[config.mk]
export PLATFORM = sky130hd
export DESIGN_NAME = lagarto_plic_target
export DESIGN_NICKNAME = d
export VERILOG_FILES = /design/src/rtl/lagarto_plic_target.sv
export SDC_FILE = /design/constraint.sdc
export NUM_CORES = 1
export LEC_CHECK = 0
export ABC_AREA = 1
export CAP_MARGIN = 20
export CORE_MARGIN = 2
export CORE_UTILIZATION = 45
export CTS_CLUSTER_SIZE = 10
export DETAILED_ROUTE_END_ITERATION = 10
export GPL_ROUTABILITY_DRIVEN = 0
export PLACE_DENSITY = 0.8
export SLEW_MARGIN = 20
export SYNTH_ARGS = -nofsm -noshare
export SYNTH_HDL_FRONTEND = slang
export SYNTH_SLANG_ARGS = --single-unit
[constraint.sdc]
create_clock -name clk_i -period 3.35 [get_ports clk_i]
set_input_delay 0.335 -clock clk_i [delete_from_list [all_inputs] [get_ports clk_i]]
set_output_delay 0.335 -clock clk_i [all_outputs]
set_load 0.05 [all_outputs]
[src/rtl/lagarto_plic_target.sv]
// PLIC claim/complete controller for a single hart context fed by JTAG0/JTAG1.
// Gateways latch level requests, a registered arbiter drives eip_o, claims/completes serialise service.

package riscv_privileged_pkg;
    localparam int MXLEN = 64;

    typedef logic [MXLEN-1:0] interrupt_priority_t;
    typedef logic [MXLEN-1:0] interrupt_id_t;

    localparam interrupt_id_t       NO_INTERRUPT_ID       = '0;
    localparam interrupt_id_t       JTAG0_ID              = 64'd1;
    localparam interrupt_id_t       JTAG1_ID              = 64'd2;
    localparam interrupt_priority_t NO_INTERRUPT_PRIORITY = '0;
    localparam interrupt_priority_t JTAG0_PRIORITY        = 64'd1;
    localparam interrupt_priority_t JTAG1_PRIORITY        = 64'd2;
    localparam logic [MXLEN-1:0]    INTERRUPT_ENABLE_MASK = 64'h3;
endpackage

module lagarto_plic_target
    import riscv_privileged_pkg::*;
#(
    parameter int NUM_SOURCES = 2
) (
    input  logic                   clk_i,
    input  logic                   rst_i,
    input  logic [NUM_SOURCES-1:0] irq_src_i,
    input  logic                   cfg_we_i,
    input  logic [1:0]             cfg_addr_i,
    input  logic [MXLEN-1:0]       cfg_wdata_i,
    output logic                   eip_o,
    input  logic                   claim_req_i,
    output logic                   claim_valid_o,
    output logic [MXLEN-1:0]       claim_id_o,
    input  logic                   complete_valid_i,
    input  logic [MXLEN-1:0]       complete_id_i
);

    typedef enum logic [1:0] {
        GW_IDLE,
        GW_PENDING,
        GW_CLAIMED
    } gw_state_t;

    gw_state_t           r_gw_state [NUM_SOURCES];
    interrupt_priority_t r_prio     [NUM_SOURCES];
    interrupt_priority_t r_threshold;
    logic [NUM_SOURCES-1:0] r_enable;

    interrupt_id_t       r_best_id;
    logic                r_eip;
    logic                r_claim_valid;
    interrupt_id_t       r_claim_id;

    logic [NUM_SOURCES-1:0] w_claim_hit;
    logic [NUM_SOURCES-1:0] w_complete_hit;
    interrupt_id_t          w_next_best;
    interrupt_priority_t    w_best_prio;

    assign eip_o         = r_eip;
    assign claim_valid_o = r_claim_valid;
    assign claim_id_o    = r_claim_id;

    // A source is hit by a claim only when it is the registered winner; a zero
    // best_id matches nothing, so an empty claim leaves every gateway alone.
    always_comb begin
        w_claim_hit    = '0;
        w_complete_hit = '0;
        for (int k = 0; k < NUM_SOURCES; k++) begin
            w_claim_hit[k]    = claim_req_i && (r_best_id == interrupt_id_t'(k + 1));
            w_complete_hit[k] = complete_valid_i && (complete_id_i == interrupt_id_t'(k + 1));
        end
    end

    // Starting from the threshold with a strict compare excludes priority 0 and
    // anything at threshold, and keeps the lowest ID on ties.
    always_comb begin
        w_next_best = NO_INTERRUPT_ID;
        w_best_prio = r_threshold;
        for (int k = 0; k < NUM_SOURCES; k++) begin
            if ((r_gw_state[k] == GW_PENDING) && r_enable[k] && !w_claim_hit[k]
                && (r_prio[k] > w_best_prio)) begin
                w_best_prio = r_prio[k];
                w_next_best = interrupt_id_t'(k + 1);
            end
        end
    end

    always_ff @(posedge clk_i) begin
        if (rst_i) begin
            for (int k = 0; k < NUM_SOURCES; k++) begin
                r_gw_state[k] <= GW_IDLE;
            end
        end else begin
            for (int k = 0; k < NUM_SOURCES; k++) begin
                case (r_gw_state[k])
                    GW_IDLE: begin
                        if (irq_src_i[k]) begin
                            r_gw_state[k] <= GW_PENDING;
                        end
                    end
                    GW_PENDING: begin
                        if (w_claim_hit[k]) begin
                            r_gw_state[k] <= GW_CLAIMED;
                        end
                    end
                    GW_CLAIMED: begin
                        if (w_complete_hit[k]) begin
                            r_gw_state[k] <= GW_IDLE;
                        end
                    end
                    default: begin
                        r_gw_state[k] <= GW_IDLE;
                    end
                endcase
            end
        end
    end

    always_ff @(posedge clk_i) begin
        if (rst_i) begin
            r_threshold <= NO_INTERRUPT_PRIORITY;
            r_enable    <= INTERRUPT_ENABLE_MASK[NUM_SOURCES-1:0];
            for (int k = 0; k < NUM_SOURCES; k++) begin
                if (interrupt_id_t'(k + 1) == JTAG0_ID) begin
                    r_prio[k] <= JTAG0_PRIORITY;
                end else if (interrupt_id_t'(k + 1) == JTAG1_ID) begin
                    r_prio[k] <= JTAG1_PRIORITY;
                end else begin
                    r_prio[k] <= NO_INTERRUPT_PRIORITY;
                end
            end
        end else if (cfg_we_i) begin
            if (cfg_addr_i == 2'd0) begin
                r_threshold <= cfg_wdata_i;
            end else if (cfg_addr_i == 2'd3) begin
                r_enable <= cfg_wdata_i[NUM_SOURCES-1:0];
            end else begin
                for (int k = 0; k < NUM_SOURCES; k++) begin
                    if (int'(cfg_addr_i) == k + 1) begin
                        r_prio[k] <= cfg_wdata_i;
                    end
                end
            end
        end
    end

    always_ff @(posedge clk_i) begin
        if (rst_i) begin
            r_best_id <= NO_INTERRUPT_ID;
            r_eip     <= 1'b0;
        end else begin
            r_best_id <= w_next_best;
            r_eip     <= (w_next_best != NO_INTERRUPT_ID);
        end
    end

    // The claim answers with the winner registered before the request edge.
    always_ff @(posedge clk_i) begin
        if (rst_i) begin
            r_claim_valid <= 1'b0;
            r_claim_id    <= NO_INTERRUPT_ID;
        end else begin
            r_claim_valid <= claim_req_i;
            if (claim_req_i) begin
                r_claim_id <= r_best_id;
            end
        end
    end

endmodule

## Word-level counts from Yosys, hierarchy flattened

Memory sizes are Yosys's and may differ from the RTL's.
Index checks and enable logic that the tools add are counted.

| storage, ports and cells | value |
|---|---|
| input bits | 137 |
| memories kept | 2 |
| RAM bits | 132 |
| flip-flop bits (word level) | 196 |
| logic and storage cells | 109 |
| output and inout bits | 66 |

| operators by class | value |
|---|---|
| multiplexer cells | 57 |
| $lt $le $gt $ge | 2 |
| bitwise logic cells | 11 |
| reduce and logical (&&, ||, !) cells | 20 |
| equality and inequality tests | 11 |

Memories:

| name | words | bits a word | read ports | clocked after memory_dff | wr ports | line | RTL |
|---|---|---|---|---|---|---|---|
| r_prio | 2 | 64 | 2 | 0 | 2 | 45 | `interrupt_priority_t r_prio [NUM_SOURCES];` |
| r_gw_state | 2 | 2 | 2 | 0 | 2 | 44 | `gw_state_t r_gw_state [NUM_SOURCES];` |

Operators with widths:

| kind | count |
|---|---|
| $mux W64 | 4 |
| $eq A64 B1 Y1 const B | 2 |
| $eq A64 B2 Y1 const B | 2 |
| $gt A64 B64 Y1 | 2 |
| $reduce_bool A64 Y1 | 1 |
| $mux W1 | 45 |
| $mux W2 | 8 |
| $eq A2 B2 Y1 const B | 5 |
| $logic_and A1 B1 Y1 | 10 |
| $or A1 B1 Y1 | 10 |
| $logic_not A2 Y1 | 3 |
| $reduce_or A3 Y1 | 2 |
| $eq A2 B1 Y1 const B | 2 |
| $reduce_and A3 Y1 | 1 |
| $logic_not A1 Y1 | 2 |
| $reduce_and A2 Y1 | 1 |
| $not A1 Y1 | 1 |

## Depth between registers and ports, before layout

Gate-level depths: netlist of run 1.

| logic depth | value |
|---|---|
| depth after elaboration | 10 |
| gate-level depth with buffers | 35 |
| mapped depth without buffers | 34 |

## Worst setup path after synthesis of run 1

OpenSTA, ideal clock, no wires.

| path | value |
|---|---|
| path type | reg-to-reg |
| start | mem r_prio[0][55] (netlist name) |
| end | reg r_eip, in the netlist eip_o |
| path slack | 329 ps |
| cell stages (with the launch flop) | 23 |
| setup time | 115 ps |
| clock period less this slack | 3021 ps |
| arrival time | 2906 ps |
| required time | 3235 ps |
| cells stage by stage | edfxtp_1 -> ha_1 -> nand2_1 -> nor2_1 -> nand4_1 -> nor3_2 -> nand2_1 -> nor2_1 -> nor2_1 -> buf_4 -> buf_6 -> nand3_1 -> nand2_1 -> ha_1 -> nand2_1 -> nor4_1 -> nand2_1 -> nor2_1 -> nand2_1 -> nand2_1 -> inv_1 -> nand3_1 -> nand2_1 |

RTL lines:

| item | line | RTL |
|---|---|---|
| start: declaration | 45 |  |
| end signal: assignment | 153 | `r_eip <= (w_next_best != NO_INTERRUPT_ID);` |
| end: declaration | 50 | `logic r_eip;` |

==> results.yml, run 1 <==
floorplanning:
  chipWidth_um: 167
  die_y_um: 167
  die-area_mm2: 0.0279
  initial_utilization: 0.459
  row_count: 59
  boundaryPins: 203
  core_area_mm2: 0.0261
outcome:
  status: "finished with violations"
  violations: "setup timing"
placement:
  port_buffers: 140
  numPlacedInstances: 1959
  place_area_mm2: 0.0142
  dpl.hpwl_um: 21900
cells_and_area:
  most-common-layout-cells: "nand2_1, inv_1, clkdlybuf4s50_1"
  final_common_cell: "nand2_1"
  layout.cells.non_filler: 2024
  fillers: 2040
  syn2layout_area_growth_pct: 31.6
  drive_above_1_share: 0.150
  final_area_mm2: 0.0157
  final_nets: 1938
  n_antenna_cell: 0
worst_setup_path:
  crit_fanout: 8
  cp-startpoint: "r_prio[0][45]"
  reg2reg_setup_slack_ns: -0.39
  timing.rr.start: "r_prio[0][45]"
  crit_path_end_kind: "flop"
  cp.arrival_ns: 4.15
  critPathLaunchType: "flop"
  required_ns: 3.77
  crit_type: "flop to flop"
  r2r_cells: 23
  rr_endpoint: "eip_o"
synth:
  syn_area_mm2: 0.0120
  syn_inst: 1434
  syn_avg_cell_area_um2: 8.34
  yosysWarningCount: 0
  yosysSeqAreaShare: 0.451
  ys_types: 27
  ys_ff_latch: 204
grt:
  first_global_vias: 10500
  grt-ovfl-total: 0
  grt_start_max_net_pins: 129
  grt.total_usage: 0.219
  antenna_found_initial: 0
  grt_pass1_wl_um: 49700
timing:
  relSlewSlack: 0.505
  fin_crit_sh: 1.12
  slew_violations: 0
  setup-violations-final: 3
  setup_slack_ns: -0.385
  max_freq_ghz: 0.268
  worst_pin_slew_ns: 0.742
  fin_skew_ns: 0.0200
  rsz0062_at_grt: "yes"
  finalCriticalPeriod_ns: 3.74
  hold_viol: 0
drt:
  drc: 0
  wire_per_inst_um: 16.5
  wl_um: 33400
  routed-via-count: 10400
  route.detailed.vias_per_inst: 5.14
  first_iter_violations: 656
  drtAntennaViolNets: 0
  firstDrtPassIters: 6
run:
  max_cap_violations: 0
clock_network:
  clock_latency_ns: 0.52
  cts_root_buf: "clkbuf_16"
  clk_pin_slew_ns: 0.06
  cts_buffers: 24
  cts_htree_levels: 1
  clock_path_buffers: 3
  numClockSinks: 204
  cts_tree: "yes"
min_path:
  whs_path_depth: 3
  min_to: "r_threshold[57]"
  hold_path_class: "input port to flop"
  hold_start: "cfg_wdata_i[57]"
power:
  p_leak_uw: 0.00711
  powerDensity_mw_per_mm2: 476
  vdd_drop_max_v: 0.000320
repair_timing:
| action | CTS | global route |
|---|---|---|
| endpoints found under the setup margin | 3 | 3 |
| setup buffers | 9 | 11 |
| resized for setup | 41 | 80 |
| gates cloned | 1 | 3 |
| pin swaps | 29 | 50 |
| hold buffers | 0 | 0 |
cell families (layout without fill, tap and decap cells):
family          count (synthesis)  after routing  synth area share
simple gates                  529            529             0.182
buf+inv                       346            540             0.135
flops                         204            204             0.451
other cells                     1             62          0.000314
fa+ha+maj                     128            128             0.134
compound gates                226            226            0.0973
per-layer routing:
metal / part of all wire / track usage / vias up
li1: - / - / 5045
met5: 0 / 0 / -
met2: 0.51 / 0.415 / 443
met1: 0.38 / 0.241 / 4811
met4: 0.045 / 0.0896 / 0
met3: 0.062 / 0.0364 / 102
flip-flops by register name, summed over array words and instances (netlist names):
signal	cells
claim_valid_o	1
r_gw_state	4
r_prio	128
r_threshold	64
claim_id_o	2
r_best_id	2
eip_o	1
r_enable	2
cell type report:
class	instances	area, um2	share of cell area
Sequential cell	204	5400	0.343
Timing Repair Buffer	264	2560	0.163
Clock buffer	42	689	0.0438
Tap cell	335	419	0.0266
Multi-Input combinational cell	945	5790	0.368
Inverter	234	880	0.0559
where the power goes:
group          internal [uW]  leakage [uW]  switching, uW  total (uW)
logic                    895       0.00490           1240        2140
clock network           1380      0.000328           1000        2380
registers               2870       0.00189            101        2970
total                   5140       0.00711           2340        7490
cell usage after synthesis, drive strengths merged:
master | instances | area (um2)
and3 | 1 | 6.26
o21ai | 81 | 405
or2 | 3 | 18.8
nand3 | 88 | 440
o21a | 7 | 52.6
a21oi | 132 | 661
clkinv | 1 | 3.75
dfxtp | 73 | 1460
nand2 | 277 | 1040
a21o | 4 | 30.0
nor3 | 6 | 35.0
nand4 | 13 | 81.3
nand3b | 1 | 7.51
o211ai | 2 | 15.0
conb | 1 | 3.75
inv | 233 | 875
ha | 128 | 1600
clkbuf | 23 | 86.3
edfxtp | 131 | 3930
nor4 | 8 | 50.1
nor2 | 132 | 495
buf | 89 | 648
critical path, cell delays in order (launching register included):
cell and delay, ns:
edfxtp_1 0.42, ha_1 0.33, nand4_1 0.27, nor3_2 0.41, nand2_2 0.12, clkinv_2 0.06, nand2_2 0.05, nand2_4 0.11
nand2_8 0.11, buf_8 0.19, buf_12 0.14, nand2_2 0.06, nand2_2 0.06, ha_4 0.28, nand2_4 0.06, nor2_4 0.12
nand4_1 0.16, nor2_4 0.15, and3_4 0.19, nand2_2 0.06, nand2_2 0.08, inv_2 0.04, nand3_2 0.07, nand2_1 0.07
metrics by stage:
| step | setup TNS [ns] | utilization | hold WS, ns | setup slack (ns) | power, uW |
|---|---|---|---|---|---|
| 2_1_floorplan | 0 | - | 0.441 | 0.329 | 4180 |
| 3_3_place_gp | -0.608 | 0.545 | 0.463 | -0.230 | 4700 |
| 3_5_place_dp | -0.942 | 0.545 | 0.467 | -0.347 | 4770 |
| 4_1_cts | -0.296 | 0.580 | 0.471 | -0.113 | 7210 |
| 5_1_grt | -1.24 | 0.604 | 0.480 | -0.453 | 7820 |
| 6_report | -1.06 | 0.604 | 0.466 | -0.385 | 7490 |
how the worst max path moves through the flow:
stage	to	slack [ns]	depth (start not counted)
floorplan	eip_o	0.33	22
global placement	eip_o	-0.23	24
detailed placement	eip_o	-0.35	22
CTS	eip_o	-0.11	26
global route	eip_o	-0.45	23
finish	eip_o	-0.39	23
No activity file was read; power rests on OpenSTA's default activity.
==> inputs of run 2 (changes only) <==
- CORE_MARGIN: 2 -> 3
- PLACE_DENSITY: 0.8 -> 0.69
==> run 2 against run 1 <==
The run still ends with setup timing left. Largest cell class unchanged. Hold slack better by 0.0069 ns. Non-clock buffer count increased by 2. Sequential share of layout area fell by 0.86 points. Critical path depth grew 1. Via count is 0.97% lower. Utilization rose by 1.6 points. Final cell count increased by 0.15%. Largest power group unchanged. Wire length up 2.6%. Critical path type unchanged.
==> results.yml, run 2 (synthesized netlist as in run 1, its figures left out) <==
cells_and_area:
  reg_top3: "r_prio: 128 flops, r_threshold: 64 flops, r_gw_state: 4 flops"
  most-common-layout-cells: "inv_1, nand2_1, clkdlybuf4s50_1"
  final_common_cell: "inv_1"
  drive_above_1_share: 0.174
  n_antenna_cell: 0
  top_register: "r_prio"
  final_nets: 1941
  syn2layout_area_growth_pct: 35.0
  largest_reg_flops: 128
timing:
  whs_ns: 0.473
  fin_crit_sh: 1.07
  rsz0062_at_grt: "yes"
  setup_slack_ns: -0.230
  setup-violations-final: 3
  slew_violations: 0
  hold_viol: 0
  max_freq_ghz: 0.279
  finalCriticalPeriod_ns: 3.58
  relSlewSlack: 0.631
  worst_pin_slew_ns: 0.552
  fin_skew_ns: 0.00706
grt:
  antenna_found_initial: 0
  grt-ovfl-total: 0
  grt.total_usage: 0.207
  grt_start_max_net_pins: 129
  grt_pass1_wl_um: 47800
  first_global_vias: 9710
floorplanning:
  core_area_mm2: 0.0261
  chipWidth_um: 169
  boundaryPins: 203
  initial_utilization: 0.459
  die-area_mm2: 0.0286
  row_count: 59
  die_y_um: 169
clock_network:
  cts_htree_levels: 1
  clk_pin_slew_ns: 0.06
  cts_root_buf: "clkbuf_16"
  clock_path_buffers: 3
  clock_latency_ns: 0.51
  numClockSinks: 204
  cts_tree: "yes"
  cts_buffers: 24
power:
  vdd_drop_max_v: 0.000360
  p_leak_uw: 0.00726
  powerDensity_mw_per_mm2: 475
worst_setup_path:
  cpLargestDelayFamily: "simple AND/OR/NAND/NOR gates"
  cp.arrival_ns: 3.98
  crit_chain: "ha_1 > nand2_2 > buf_4 > o21a_1 > nand2_1 > nand2_1 > nand2_1 > a21oi_4 > nand2_8 > buf_12 > buf_12 > nand3_2 > nand2_2 > ha_4 > nand2_2 > nor2_2 > nand4_1 > nor2_2 > and3_1 > nand2_1 > nand2_1 > inv_1 > nand3_2 > nand2_1"
  worst_path_largest_cell_delay_ns: 0.41
  crit_fanout: 7
  crit_buf_inv: 4
  slowest_stage: "edfxtp_1"
  crit_path_end_kind: "flop"
  crit_type: "flop to flop"
  critPathLaunchType: "flop"
  required_ns: 3.75
  cpMostUsedCell: "nand2_1"
placement:
  port_buffers: 140
  dpl.hpwl_um: 21400
  place_ws_ns: -0.235
drt:
  wl_um: 34300
  drtAntennaViolNets: 0
  firstDrtPassIters: 5
  drc: 0
  routed-via-count: 10300
  route.detailed.vias_per_inst: 5.08
  wire_per_inst_um: 16.9
  first_iter_violations: 665
outcome:
  status: "finished with violations"
  violations: "setup timing"
run:
  max_cap_violations: 0
min_path:
  hold_path_class: "input port to flop"
==> run 2: cell types whose count changed in the layout (fill, tap and decap cells not counted), moves of 5 or more <==
cell	before	now
nand3_2	1	7
clkbuf_16	27	35
a21oi_1	125	119
a21oi_2	6	12
nor2_2	7	12
nand2_1	232	217
nand3_1	86	80
ha_1	105	98
ha_4	23	29
nand2_4	5	21
==> run 2: final cells by class <==
class / instances / area, um2
fillers: 2160 / 9920
flip-flops and latches: 204 / 5400
well taps: 335 / 419
clock buffers: 42 / 699
multi-input cells: 946 / 6070
repair buffers: 266 / 2680
inverters: 234 / 878
==> run 2: worst reg2reg max path, stage by stage (launching register included) <==
cell	delay (ns)
edfxtp_1	0.41
ha_1	0.37
nand2_2	0.13
buf_4	0.12
o21a_1	0.13
nand2_1	0.06
nand2_1	0.05
nand2_1	0.09
a21oi_4	0.21
nand2_8	0.13
buf_12	0.19
buf_12	0.15
nand3_2	0.06
nand2_2	0.07
ha_4	0.28
nand2_2	0.05
nor2_2	0.12
nand4_1	0.15
nor2_2	0.20
and3_1	0.22
nand2_1	0.06
nand2_1	0.07
inv_1	0.05
nand3_2	0.06
nand2_1	0.05
==> run 2: path summary, 6_finish.rpt <==
kind | start | to | slack (ns) | cells after the start
worst min-delay path | cfg_wdata_i[27] | r_threshold[27] | 0.47 | 3
worst max register to register | r_prio[0][39] | eip_o | -0.23 | 24
worst max-delay path | r_prio[0][39] | eip_o | -0.23 | 24
worst min register to register | r_threshold[16] | r_threshold[16] | 0.48 | 2
==> run 2: routing by layer <==
layer  GRT usage  wire (um)  up-vias
met5           0          0        -
met4      0.0462       1170        0
met2       0.394      17300      436
li1            -          -     5061
met3      0.0318       2770       83
met1       0.245      13000     4720
==> run 2: repair_timing <==
item | 4_1_cts | 5_1_grt
buffers inserted | 1 | 9
setup endpoints to repair | 3 | 3
cloned | 1 | 12
hold buffers | 0 | 0
resized for setup | 14 | 161
pin swaps | 7 | 71
==> run 2: per-stage QoR <==
step	instances	utilization	power, uW	cell area [um2]	setup TNS [ns]
CTS	2006	0.575	7210	15000	-0.426
detailed placement	1962	0.544	4770	14200	-0.632
global route	2027	0.619	8030	16100	-1.35
finish	2027	0.619	7670	16100	-0.663
floorplan	1495	-	4180	12200	0
global placement	1962	0.544	4720	14200	-0.429
==> run 2: where the power goes <==
part	internal [uW]	switching, uW
clock	1400	988
combinational	988	1320
sequential	2870	97.8
